## src/rtl/argmax_pkg.sv

```systemverilog
// Shared types and helpers for the argmax classifier and any later top-k variants.
package argmax_pkg;

    localparam int default_num_classes = 10;

    typedef enum logic {
        COLLECT = 1'b0,
        RESULT  = 1'b1
    } state_t;

    function automatic int idx_width(input int n);
        int w;
        w = $clog2(n);
        if (w < 1) begin
            w = 1;
        end else begin
            w = w;
        end
        return w;
    endfunction

endpackage

```

## src/rtl/argmax_update.sv

```systemverilog
// Combinational compare/select step of a running signed maximum; ties keep the older (lower) index.
module argmax_update
    import argmax_pkg::*;
#(
    parameter int resolution = 8,
    parameter int idxw       = 4
) (
    input  logic signed [resolution-1:0] cur_max,
    input  logic        [idxw-1:0]       cur_idx,
    input  logic signed [resolution-1:0] cand_score,
    input  logic        [idxw-1:0]       cand_idx,
    input  logic                         first,
    output logic signed [resolution-1:0] next_max,
    output logic        [idxw-1:0]       next_idx
);

    // Select the candidate when it opens a frame or strictly beats the current maximum.
    always_comb begin
        next_max = cur_max;
        next_idx = cur_idx;
        if (first || (cand_score > cur_max)) begin
            next_max = cand_score;
            next_idx = cand_idx;
        end else begin
            next_max = cur_max;
            next_idx = cur_idx;
        end
    end

endmodule

```

## src/rtl/argmax_classifier.sv

```systemverilog
// Frame-based argmax over signed neuron scores with a registered result handshake.
// Optional per-frame score store enabled by defining ARGMAX_SCORE_STORE_EN.
module argmax_classifier
    import argmax_pkg::*;
#(
    parameter int num_classes = default_num_classes,
    parameter int resolution  = 8
) (
    input  logic                                  clk,
    input  logic                                  reset,
    input  logic                                  flush,
    input  logic                                  in_valid,
    output logic                                  in_ready,
    input  logic [resolution-1:0]                 in_data,
    input  logic                                  in_last,
    output logic                                  out_valid,
    input  logic                                  out_ready,
    output logic [idx_width(num_classes)-1:0]     class_idx,
    output logic [resolution-1:0]                 max_score,
    output logic                                  frame_err
`ifdef ARGMAX_SCORE_STORE_EN
    ,
    input  logic [idx_width(num_classes)-1:0]     rd_addr,
    output logic [resolution-1:0]                 rd_data
`endif
);

    localparam int IDXW = idx_width(num_classes);

    state_t                       state_r, state_s;
    logic        [IDXW-1:0]       count_r, count_s;
    logic signed [resolution-1:0] run_max_r, run_max_s;
    logic        [IDXW-1:0]       run_idx_r, run_idx_s;
    logic        [IDXW-1:0]       class_idx_r, class_idx_s;
    logic        [resolution-1:0] max_score_r, max_score_s;
    logic                         out_valid_r, out_valid_s;
    logic                         frame_err_r, frame_err_s;

    logic                         accept_s;
    logic                         at_last_slot_s;
    logic signed [resolution-1:0] upd_max_s;
    logic        [IDXW-1:0]       upd_idx_s;

    assign in_ready       = (state_r == COLLECT);
    assign accept_s       = in_valid & in_ready;
    assign at_last_slot_s = (count_r == IDXW'(num_classes - 1));

    assign out_valid = out_valid_r;
    assign class_idx = class_idx_r;
    assign max_score = max_score_r;
    assign frame_err = frame_err_r;

    argmax_update #(
        .resolution (resolution),
        .idxw       (IDXW)
    ) u_update (
        .cur_max    (run_max_r),
        .cur_idx    (run_idx_r),
        .cand_score (in_data),
        .cand_idx   (count_r),
        .first      (count_r == IDXW'(0)),
        .next_max   (upd_max_s),
        .next_idx   (upd_idx_s)
    );

    // Next-state and result decode; flush overrides any accept or transfer in the same cycle.
    always_comb begin
        state_s     = state_r;
        count_s     = count_r;
        run_max_s   = run_max_r;
        run_idx_s   = run_idx_r;
        class_idx_s = class_idx_r;
        max_score_s = max_score_r;
        out_valid_s = out_valid_r;
        frame_err_s = 1'b0;
        if (flush) begin
            state_s     = COLLECT;
            count_s     = IDXW'(0);
            out_valid_s = 1'b0;
        end else begin
            case (state_r)
                COLLECT: begin
                    if (accept_s) begin
                        if (in_last != at_last_slot_s) begin
                            count_s     = IDXW'(0);
                            frame_err_s = 1'b1;
                        end else if (in_last) begin
                            state_s     = RESULT;
                            count_s     = IDXW'(0);
                            out_valid_s = 1'b1;
                            class_idx_s = upd_idx_s;
                            max_score_s = upd_max_s;
                        end else begin
                            count_s   = count_r + IDXW'(1);
                            run_max_s = upd_max_s;
                            run_idx_s = upd_idx_s;
                        end
                    end else begin
                        state_s = COLLECT;
                    end
                end
                RESULT: begin
                    if (out_ready) begin
                        state_s     = COLLECT;
                        count_s     = IDXW'(0);
                        out_valid_s = 1'b0;
                    end else begin
                        state_s = RESULT;
                    end
                end
                default: begin
                    state_s     = COLLECT;
                    count_s     = IDXW'(0);
                    out_valid_s = 1'b0;
                end
            endcase
        end
    end

    // State and output registers.
    always_ff @(posedge clk) begin
        if (reset) begin
            state_r     <= COLLECT;
            count_r     <= IDXW'(0);
            run_max_r   <= '0;
            run_idx_r   <= IDXW'(0);
            class_idx_r <= IDXW'(0);
            max_score_r <= '0;
            out_valid_r <= 1'b0;
            frame_err_r <= 1'b0;
        end else begin
            state_r     <= state_s;
            count_r     <= count_s;
            run_max_r   <= run_max_s;
            run_idx_r   <= run_idx_s;
            class_idx_r <= class_idx_s;
            max_score_r <= max_score_s;
            out_valid_r <= out_valid_s;
            frame_err_r <= frame_err_s;
        end
    end

`ifdef ARGMAX_SCORE_STORE_EN
    logic [resolution-1:0] store_r [num_classes];

    // Score store: written at the accept slot, cleared only by reset.
    always_ff @(posedge clk) begin
        if (reset) begin
            for (int i = 0; i < num_classes; i++) begin
                store_r[i] <= '0;
            end
        end else if (accept_s && !flush) begin
            store_r[count_r] <= in_data;
        end else begin
            store_r <= store_r;
        end
    end

    // Combinational read port; addresses beyond the frame length read as zero.
    always_comb begin
        rd_data = '0;
        if (int'(rd_addr) < num_classes) begin
            rd_data = store_r[rd_addr];
        end else begin
            rd_data = '0;
        end
    end
`endif

endmodule
```

## config.mk

```make
export PLATFORM = sky130hd
export DESIGN_NAME = argmax_classifier
export DESIGN_NICKNAME = d
export VERILOG_FILES = /design/src/rtl/argmax_pkg.sv /design/src/rtl/argmax_update.sv /design/src/rtl/argmax_classifier.sv
export SDC_FILE = /design/constraint.sdc
export NUM_CORES = 1
export LEC_CHECK = 0
export CAP_MARGIN = 0
export CORE_UTILIZATION = 43
export CTS_BUF_LIST = sky130_fd_sc_hd__clkbuf_8 sky130_fd_sc_hd__clkbuf_16
export CTS_CLUSTER_DIAMETER = 100
export DETAILED_ROUTE_END_ITERATION = 12
export GPL_TIMING_DRIVEN = 0
export PLACE_DENSITY = 0.67
export SKIP_CTS_REPAIR_TIMING = 1
export SLEW_MARGIN = 30
export SYNTH_ARGS = -nofsm -noshare
export SYNTH_HDL_FRONTEND = slang
export SYNTH_SLANG_ARGS = --single-unit
```

## constraint.sdc

```tcl
create_clock -name clk -period 2.49 [get_ports clk]
set_input_delay 0.498 -clock clk [delete_from_list [all_inputs] [get_ports clk]]
set_output_delay 0.498 -clock clk [all_outputs]
set_load 0.01 [all_outputs]
```

# Word-level counts from Yosys, hierarchy flattened
# Cells that the tools add are included.
# totals
input_bits	14
elab_cells	48
reg_bits	31
output_inout_bits	15
# classes
addsub	1
n_mux	18
n_eq_ne	6
magnitude_cmp	1
n_bitwise	6
reduce_logical	8
# ops
op	n
$mux 4	5
$reduce_and 5->1	2
$mux 1	9
$gt 8x8->1	1
$mux 8	1
$pmux 4 s2	1
$not 1->1	5
$add 4x1->4 const B	1
$eq 4x4->1 const B	1
$logic_not 4->1	1
$ne 2x1->1 const B	2
$ne 2x2->1 const B	2
$pmux 1 s2	2
$reduce_and 4->1	1
$reduce_or 4->1	1
$reduce_and 2->1	1
$reduce_or 2->1	1
$and 1x1->1	1
$logic_or 1x1->1	1
$ne 1x1->1	1

# Depth between registers and ports, before layout
# Gate-level depths: netlist (run 1).
# logic_depth
word_depth	5
ltp_mapped	10
mapped_depth_nobuf	10

# Modules after synthesis
# From an unflattened synthesis (run 1), not the netlist that was laid out.
# hier_totals
hier_cells	197
area_unflattened_um2	1717.9
# modules_own_cells
mod	area_each_um2	seq_area_each_um2	cells_each	instances
argmax_classifier	1296.2	620.6	155	1
argmax_update	421.7	0.0	42	1

# Worst setup path after synthesis (run 1)
# Ideal clock, no wire load.
# synth_timing
path_kind	register to register
from	register count_r[0]
to	register class_idx_r[1], in the netlist class_idx[1]
path_slack_ps	310
t_arrival_ps	2089
stages_incl_launch_ff	9
synth_period_minus_slack_ps	2180
setup_time_ps	91
path_buffers	1
required_ps	2399
path_cell_list	dfxtp_1 > ha_1 > nand2_1 > or2_2 > ha_1 > nor3_1 > buf_2 > nor2_1 > a311oi_1
# synth_via
elab_chain_len	4
elab_cells_between_ends	7
classes_between	eq/ne (2); mux (1); bitwise (1); reduce/logical (3)
# synth_lines
element	line_no	text
start: declaration	argmax_classifier.sv:31	logic [IDXW-1:0] count_r, count_s;
start signal: assignment	argmax_classifier.sv:133	count_r <= count_s;
$eq 4x4->1	argmax_classifier.sv:46	assign at_last_slot_s = (count_r == IDXW'(num_classes - 1));
$ne 1x1->1	argmax_classifier.sv:84	if (in_last != at_last_slot_s) begin
$not 1->1 (no source line)	n/a	
$reduce_and 5->1 (no source line)	n/a	
end signal: assignment	argmax_classifier.sv:136	class_idx_r <= class_idx_s;
end: declaration	argmax_classifier.sv:34	logic [IDXW-1:0] class_idx_r, class_idx_s;
# Several ways; a longest one is shown, not always the timed one.
# A chain may end at the register's enable or synchronous reset.

# Worst setup path in the final report (run 1)
# layout_timing
from	input in_data[2]
to	register run_max_r[0]
# layout_via
elab_chain_len	3
# layout_lines
element	line_no	text
start: declaration	argmax_classifier.sv:14	input logic [resolution-1:0] in_data,
$gt 8x8->1	argmax_update.sv:21	if (first || (cand_score > cur_max)) begin
$logic_or 1x1->1	argmax_update.sv:21	
$mux 8	argmax_update.sv:21	
end signal: assignment	argmax_classifier.sv:134	run_max_r <= run_max_s;
end: declaration	argmax_classifier.sv:32	logic signed [resolution-1:0] run_max_r, run_max_s;
# No other way between the ends.

==> results of run 1 <==
## metal layers
| layer | GRT usage | wire length [um] | vias to the layer above |
|---|---|---|---|
| met5 | 0 | 0 | - |
| met4 | 0.0638 | 32 | 0 |
| met3 | 0.0405 | 207 | 5 |
| met2 | 0.320 | 2300 | 44 |
| met1 | 0.303 | 2250 | 790 |
| li1 | - | - | 840 |
## critical path: cells and delay by family
kind | cells | cell delay (ps)
AOI/OAI and AO/OA | 2 | 390
adders and majority gates | 1 | 370
buffers and inverters | 2 | 670
muxes | 1 | 180
and+or+nand+nor | 2 | 570
## layout by cell type, fill, tap and decap left out, types with 2 or more instances in the layout
master	count
clkdlybuf4s50_1	22
nand2b_1	20
dlymetal6s2s_1	6
buf_4	4
mux2i_1	11
nand4b_1	2
dfxtp_1	30
nand2_1	3
ha_4	4
nor2_1	18
ha_1	9
o31ai_1	10
clkbuf_8	5
or3_4	2
o32ai_1	2
inv_1	18
nor3_1	4
clkbuf_1	6
nand4_1	15
a21oi_1	2
a311oi_1	12
o21ai_0	4
o22ai_2	2
## path summary, 6_finish.rpt
check | startpoint | end | slack [ps] | depth (start not counted)
hold / removal | run_idx_r[2] | run_idx_r[2] | 480 | 2
setup / recovery | in_data[2] | run_max_r[0] | 30 | 8
setup reg to reg | count_r[1] | count_r[3] | 170 | 10
hold reg to reg | run_idx_r[2] | run_idx_r[2] | 480 | 2
## registers in the layout (all words and copies together) (netlist names)
signal,cells
run_idx_r,4
state_r,1
count_r,4
class_idx,4
run_max_r,8
max_score,8
frame_err,1
out_valid,1
## power by group
part,switching (mW),internal (mW)
logic,0.137,0.116
clock network,0.187,0.188
registers,0.00790,0.509
## logic make-up after synthesis
logic type,synth area share
simple gates,0.232
buf+inv,0.0763
flops,0.338
compound gates,0.200
mux,0.0654
fa+ha+maj,0.0886
## metrics by stage
stage	cells	TNS (ps)	power (mW)	hold WS [ps]	utilization
2_1_floorplan	207	0	0.656	449	-
3_3_place_gp	285	-6720	0.732	456	0.537
3_5_place_dp	285	-6780	0.734	469	0.537
4_1_cts	293	-1790	1.11	480	0.557
5_1_grt	296	-426	1.20	515	0.605
6_report	296	0	1.14	482	0.605
## final cells by class
cell class	instances	area (sq um)
fillers	337	1600
repair buffers	31	335
clock inverters	3	12.5
multi-input cells	146	1200
clock buffers	5	68.8
well taps	50	62.6
plain buffers	13	86.3
flip-flops and latches	31	622
inverters	17	63.8
==> results.yml, run 1 <==
outcome:
  status: "finished, final reports clean"
detailed_routing:
  routed_wl_um: 4790
  drtPass1Iterations: 5
  vias: 1679
  post_drt_wl_per_cell_um: 16.2
  ant_nets: 0
  drc: 0
  via_per_inst: 5.67
  drt_iter0_drc: 115
cells_and_area:
  antennaDiodeCount: 0
  drive_gt1_frac: 0.150
  fin_nets: 272
  area_delta_synth_final_pct: 33.7
  design_area_sq_um: 2450
critical_path:
  cp.arrival_ps: 2670
  cp-end-kind: "flip-flop"
  slowest_delay_ps: 460
  path_cells: "clkdlybuf4s50_1, ha_1, nand4_1, o22ai_2, or3_4, a31oi_4, clkbuf_16, mux2i_1"
  crit_slowest_cell: "clkdlybuf4s50_1"
  start_kind: "primary input"
  critPathMaxFanout: 5
  crit_required_ps: 2700
  timing.setup.critical_path_class: "in2reg"
yosys:
  synth_most_common_cell: "dfxtp_1"
  yosysTopAreaCellShare: 0.338
  synth-seq-cells: 31
  async_flop_share: 0
  syn_nets: 234
  ys_seq_area_frac: 0.338
  synth-edff-count: 0
  yosysTopAreaCell: "dfxtp_1"
  netlist_area_sq_um: 1840
  synth_cell_type_count: 44
  synthTopCellsByCount: "dfxtp_1 (31), nand2b_1 (20), nor2_1 (19)"
  synth-main-ff-cell: "dfxtp_1"
  syn_avg_cell_area_sq_um: 8.87
  synthTopCellsByArea: "dfxtp_1 (34%), ha_1 (8.9%), nand2b_1 (6.8%)"
  synthCells: 207
  yosysWarnings: 0
global_routing:
  gr-total-overflow: 0
  track_usage: 0.212
  grt_pass1_wl_um: 7140
  antenna_found_initial: 0
  grt_max_degree: 11
  grt_pass1_vias: 1487
placement:
  io_buffer_count: 28
  hpwl_um: 3120
  place_ws_ps: -333
  postPlaceCellArea_sq_um: 2180
  gp_congestion: 0.869
timing:
  finClkSkew_ps: 3.19
  relSlewSlack: 0.528
  slew_viol_final: 0
  min_period_over_period: 0.989
  setup_ws_ps: 28.3
  setup_viol_count_final: 0
  max_freq_mhz: 406
  finalHoldViolCount: 0
  worst_pin_slew_ps: 689
  fin_crit_ps: 2460
clock_tree:
  cts_htree_levels: 2
  clkLatencyLatePin_ps: 280
  cts_root_buf: "clkbuf_8"
  clock_path_buffers: 2
  cts.sinks: 31
  cts_made_buffers: 5
  cts_tree: "yes"
  path_clk_slew_ps: 60
power:
  p_leak_nw: 0.872
  power.density_nw_per_um2: 466
  ir_drop_v: 0.000332
min_path:
  min_path_type: "reg2reg"
floorplan:
  die_w_um: 67.4
  die_h_um: 67.4
  start_util: 0.453
  io_pins: 29
  coreArea_sq_um: 4060
  die_area_sq_um: 4540
  rows: 23
run:
  max-cap-violations: 0
(Power assumes the default switching activity.)
==> run 2: changes to the inputs <==
--- a/config.mk
+++ b/config.mk
@@ -6,12 +6,12 @@
 export NUM_CORES = 1
 export LEC_CHECK = 0
 export CAP_MARGIN = 0
-export CORE_UTILIZATION = 43
+export CORE_UTILIZATION = 42
 export CTS_BUF_LIST = sky130_fd_sc_hd__clkbuf_8 sky130_fd_sc_hd__clkbuf_16
 export CTS_CLUSTER_DIAMETER = 100
 export DETAILED_ROUTE_END_ITERATION = 12
 export GPL_TIMING_DRIVEN = 0
-export PLACE_DENSITY = 0.67
+export PLACE_DENSITY = 0.66
 export SKIP_CTS_REPAIR_TIMING = 1
 export SLEW_MARGIN = 30
 export SYNTH_ARGS = -nofsm -noshare
==> run 2 against run 1 <==
Compared with the run above:
- critical path depth increased by 1
- critical path type unchanged
- worst hold slack worse by 16 ps
- clock power is 18% higher
- count of clock-buffer cells in the layout grew 2
- wire length up 1.7%
==> results.yml, run 2 (synthesized netlist as in run 1, its figures left out) <==
timing:
  whs_ps: 466
  max_freq_mhz: 413
  setup_viol_count_final: 0
  min_period_over_period: 0.973
  fin_setup_tns_ps: 0
  finClkSkew_ps: 3.21
  relSlewSlack: 0.572
  worst_pin_slew_ps: 624
  slew_viol_final: 0
  finalHoldViolCount: 0
  fin_crit_ps: 2420
detailed_routing:
  drc: 0
  drt_iter0_drc: 72
  routed_wl_um: 4870
  post_drt_wl_per_cell_um: 16.5
  drtPass1Iterations: 4
  vias: 1699
  via_per_inst: 5.76
  ant_nets: 0
clock_tree:
  cts.sinks: 31
  cts_root_buf: "clkbuf_8"
  cts_tree: "yes"
  cts_made_buffers: 5
  clkLatencyLatePin_ps: 290
  path_clk_slew_ps: 70
  clock_path_buffers: 2
  cts_htree_levels: 2
cells_and_area:
  antennaDiodeCount: 0
  fin_nets: 271
  design_area_sq_um: 2450
  final_common_cell: "dfxtp_1"
  final_cell_mix: "dfxtp_1 (30), clkdlybuf4s50_1 (22), nand2b_1 (20), nor2_1 (18), inv_1 (17)"
  area_delta_synth_final_pct: 33.6
  drive_gt1_frac: 0.155
global_routing:
  gr-total-overflow: 0
  busiest_layer: "met2"
  grt_max_degree: 11
  grt_util_met2: 0.331
  track_usage: 0.226
  antenna_found_initial: 0
  grt_pass1_vias: 1518
  grt_use_met3: 0.0617
  grt.met1_usage: 0.303
  grt_pass1_wl_um: 7470
run:
  max-cap-violations: 0
floorplan:
  coreArea_sq_um: 4090
  die_h_um: 68.1
  die_w_um: 68.1
  die_area_sq_um: 4640
  io_pins: 29
  start_util: 0.449
  rows: 23
placement:
  hpwl_um: 3200
  io_buffer_count: 28
  postPlaceCellArea_sq_um: 2180
  gp_congestion: 0.893
critical_path:
  cp_num_buf_inv: 3
  cp-end-kind: "flip-flop"
  r2r_slack_ps: 170
  crit_required_ps: 2710
  crit_slowest_cell: "clkdlybuf4s50_1"
  path_cells: "clkdlybuf4s50_1, inv_1, ha_1, nand4_1, o22ai_2, or3_4, a31oi_4, clkbuf_16, mux2i_1"
  slowest_delay_ps: 510
  critPathMaxFanout: 5
  crit_family: "buffers and inverters"
  timing.setup.critical_path_class: "in2reg"
  start_kind: "primary input"
  cp.arrival_ps: 2640
power:
  power.density_nw_per_um2: 491
  p_leak_nw: 0.869
  p_total_mw: 1.20
  ir_drop_v: 0.000320
outcome:
  status: "finished, final reports clean"
min_path:
  min_path_type: "reg2reg"
run 2: cell count changes in the layout (fill, tap and decap cells not counted), sizes merged:
cell / before / now
clkbuf: 14 / 17
clkinv: 1 / 0
inv: 19 / 18
buf: 7 / 5
run 2: tightest hold or removal path: stages, from the launching register on:
cell	delay (ps)
dfxtp_1	320
nor2_1	40
nor2_1	60
run 2: metrics by stage:
stage / std cells / util / setup slack (ps)
2_1_floorplan: 207 / - / 310
3_3_place_gp: 285 / 0.533 / -343
3_5_place_dp: 285 / 0.533 / -333
4_1_cts: 293 / 0.558 / -208
5_1_grt: 295 / 0.600 / -29.1
6_report: 295 / 0.600 / 66.5
run 2: power breakdown:
part	leakage, nW	switching [mW]	internal [mW]
clock network	0.0557	0.193	0.248
registers	0.252	0.00787	0.508
logic	0.561	0.135	0.112
total	0.869	0.336	0.869
run 2: final timing paths:
kind / start / endpoint / cells after the start
worst min-delay path: out_valid / out_valid / 2
worst max-delay path: in_data[0] / run_max_r[7] / 9
worst min register to register: out_valid / out_valid / 2
worst max register to register: run_max_r[1] / run_max_r[7] / 8
run 2: area by class of cell:
type	count	area [sq um]
buffer	13	85.1
timing repair buffer	30	328
clock buffer	7	96.3
inverter	17	63.8
fill	384	1630
multi-input combinational	146	1190
sequential	31	622
clock inverter	1	3.75
tap	50	62.6
run 2: routing by layer:
layer	up-vias	routed length, um
li1	845	-
met1	788	2340
met2	54	2190
met3	12	226
met4	0	115
met5	-	0
==> run 3: changes to the inputs <==
--- a/config.mk
+++ b/config.mk
@@ -6,12 +6,12 @@
 export NUM_CORES = 1
 export LEC_CHECK = 0
 export CAP_MARGIN = 0
+export CORE_MARGIN = 4
 export CORE_UTILIZATION = 42
 export CTS_BUF_LIST = sky130_fd_sc_hd__clkbuf_8 sky130_fd_sc_hd__clkbuf_16
 export CTS_CLUSTER_DIAMETER = 100
 export DETAILED_ROUTE_END_ITERATION = 12
 export GPL_TIMING_DRIVEN = 0
-export PLACE_DENSITY = 0.66
 export SKIP_CTS_REPAIR_TIMING = 1
 export SLEW_MARGIN = 30
 export SYNTH_ARGS = -nofsm -noshare
==> run 3 against run 2 <==
Compared with the run above:
- first-iteration DRC count grew 65%
- cell count grew 1.0%
- flip-flop and latch count is the same
- worst hold slack gained 7.1 ps
- die area grew 18%
- utilization shrank 0.055 points
- setup slack gained 26 ps
- sequential share of layout area shrank 0.15 points
- non-clock buffer count grew 3
- via count grew 2.2%
- maximum frequency grew 1.1%
- global-route usage shrank 3.6 points
- largest power group unchanged
==> results.yml, run 3 (synthesized netlist as in run 1, its figures left out) <==
critical_path:
  worstSetupEndpoint: "run_idx_r[1]"
  slowest_delay_ps: 560
  cp-end-kind: "flip-flop"
  critPathMaxFanout: 5
  timing.rr.start: "count_r[1]"
  r2r_slack_ps: 160
  cp-startpoint: "in_data[2]"
  crit_slowest_cell: "clkdlybuf4s50_1"
  crit_family: "buffers and inverters"
  start_kind: "primary input"
  cp.depth: 8
  cp.arrival_ps: 2610
  timing.setup.critical_path_class: "in2reg"
  rr_endpoint: "count_r[3]"
  reg2regPathDepth: 10
  crit_required_ps: 2710
  cp_num_buf_inv: 2
  path_cells: "clkdlybuf4s50_1, ha_4, nand4_1, o22ai_2, or3_4, a31oi_4, clkbuf_16, mux2i_1"
cells_and_area:
  n_fill_cell: 370
  final_common_cell: "dfxtp_1"
  area_delta_synth_final_pct: 34.4
  layout.cells.non_filler: 298
  final_cell_mix: "dfxtp_1 (30), clkdlybuf4s50_1 (21), nand2b_1 (20), nor2_1 (18), inv_1 (17)"
  fin_nets: 274
  antennaDiodeCount: 0
  drive_gt1_frac: 0.165
  finish.utilization: 0.600
clock_tree:
  cts_made_buffers: 5
  cts_htree_levels: 2
  clock_path_buffers: 2
  cts_root_buf: "clkbuf_8"
  cts_tree: "yes"
  path_clk_slew_ps: 60
  clkLatencyLatePin_ps: 290
  cts.sinks: 31
detailed_routing:
  vias: 1736
  drt_iter0_drc: 119
  routed_wl_um: 5290
  ant_nets: 0
  via_per_inst: 5.83
  post_drt_wl_per_cell_um: 17.8
  drtPass1Iterations: 4
  drc: 0
power:
  p_leak_nw: 0.892
  power.density_nw_per_um2: 487
  ir_drop_v: 0.000317
floorplan:
  coreArea_sq_um: 4120
  die_w_um: 74.1
  die_h_um: 74.1
  rows: 23
  start_util: 0.446
  die_area_sq_um: 5500
  io_pins: 29
global_routing:
  grt_max_degree: 11
  grt_pass1_wl_um: 8080
  track_usage: 0.190
  gr-total-overflow: 0
  antenna_found_initial: 0
  grt_pass1_vias: 1735
placement:
  io_buffer_count: 28
  place_ws_ps: -350
  hpwl_um: 3600
  placed_cells: 285
  gp_congestion: 0.867
timing:
  setup_ws_ps: 92.1
  slew_viol_final: 0
  whs_ps: 473
  worst_pin_slew_ps: 694
  min_period_over_period: 0.963
  setup_viol_count_final: 0
  max_freq_mhz: 417
  rsz0062_at_grt: "false"
  finalHoldViolCount: 0
  finClkSkew_ps: 3.49
  fin_crit_ps: 2400
  relSlewSlack: 0.524
min_path:
  min_path_type: "reg2reg"
run:
  max-cap-violations: 0
outcome:
  status: "finished, final reports clean"
run 3: changes by cell type in the layout (fill, tap and decap cells not counted):
cell / change
a21oi_4: -1
mux2i_2: +1
clkdlybuf4s50_1: -1
buf_2: +1
o21ai_2: -1
dlymetal6s2s_1: +1
mux2i_1: -1
o21ai_1: +1
buf_4: +2
a21oi_2: +1
run 3: final cells by class:
class	instances	area, sq um	area share
multi-input cells	146	1180	0.480
flip-flops and latches	31	622	0.252
repair buffers	33	353	0.143
clock buffers	7	96.3	0.0390
plain buffers	13	82.6	0.0335
inverters	17	63.8	0.0258
well taps	50	62.6	0.0253
clock inverters	1	3.75	0.00152
run 3: worst min path at each step:
stage          slack [ps]         start      endpoint  cells past startpoint
2_1_floorplan         450  run_idx_r[0]  run_idx_r[0]                      2
3_3_place_gp          460  run_idx_r[0]  run_idx_r[0]                      2
3_5_place_dp          460     out_valid     out_valid                      2
4_1_cts               480     out_valid     out_valid                      2
5_1_grt               500  run_idx_r[1]  run_idx_r[1]                      2
6_report              470     out_valid     out_valid                      2
run 3: per-layer routing:
metal,track usage,part of all wire,wire [um]
met5,0,0,0
met4,0.0744,0.014,72
met3,0.0568,0.048,256
met2,0.296,0.49,2570
met1,0.246,0.45,2390
run 3: where the power goes:
group	switching [mW]	internal [mW]
Sequential	0.00856	0.509
Combinational	0.132	0.114
Clock	0.190	0.248
run 3: worst register-to-register path, delay by kind of cell, from the launching register on:
family | cells | cell delay (ps)
flip-flops | 1 | 380
AO/OA/AOI/OAI | 1 | 190
adder cells (fa/ha/maj) | 2 | 470
AND/OR/NAND/NOR | 6 | 1110
buffers and inverters | 1 | 110
run 3: per-stage QoR:
stage          total power [mW]  setup TNS [ps]  cell area (sq um)
6_report                   1.20               0               2470
5_1_grt                    1.25               0               2470
4_1_cts                    1.17           -1190               2280
3_5_place_dp              0.736           -7070               2180
3_3_place_gp              0.730           -5600               2180
2_1_floorplan             0.656               0               1840
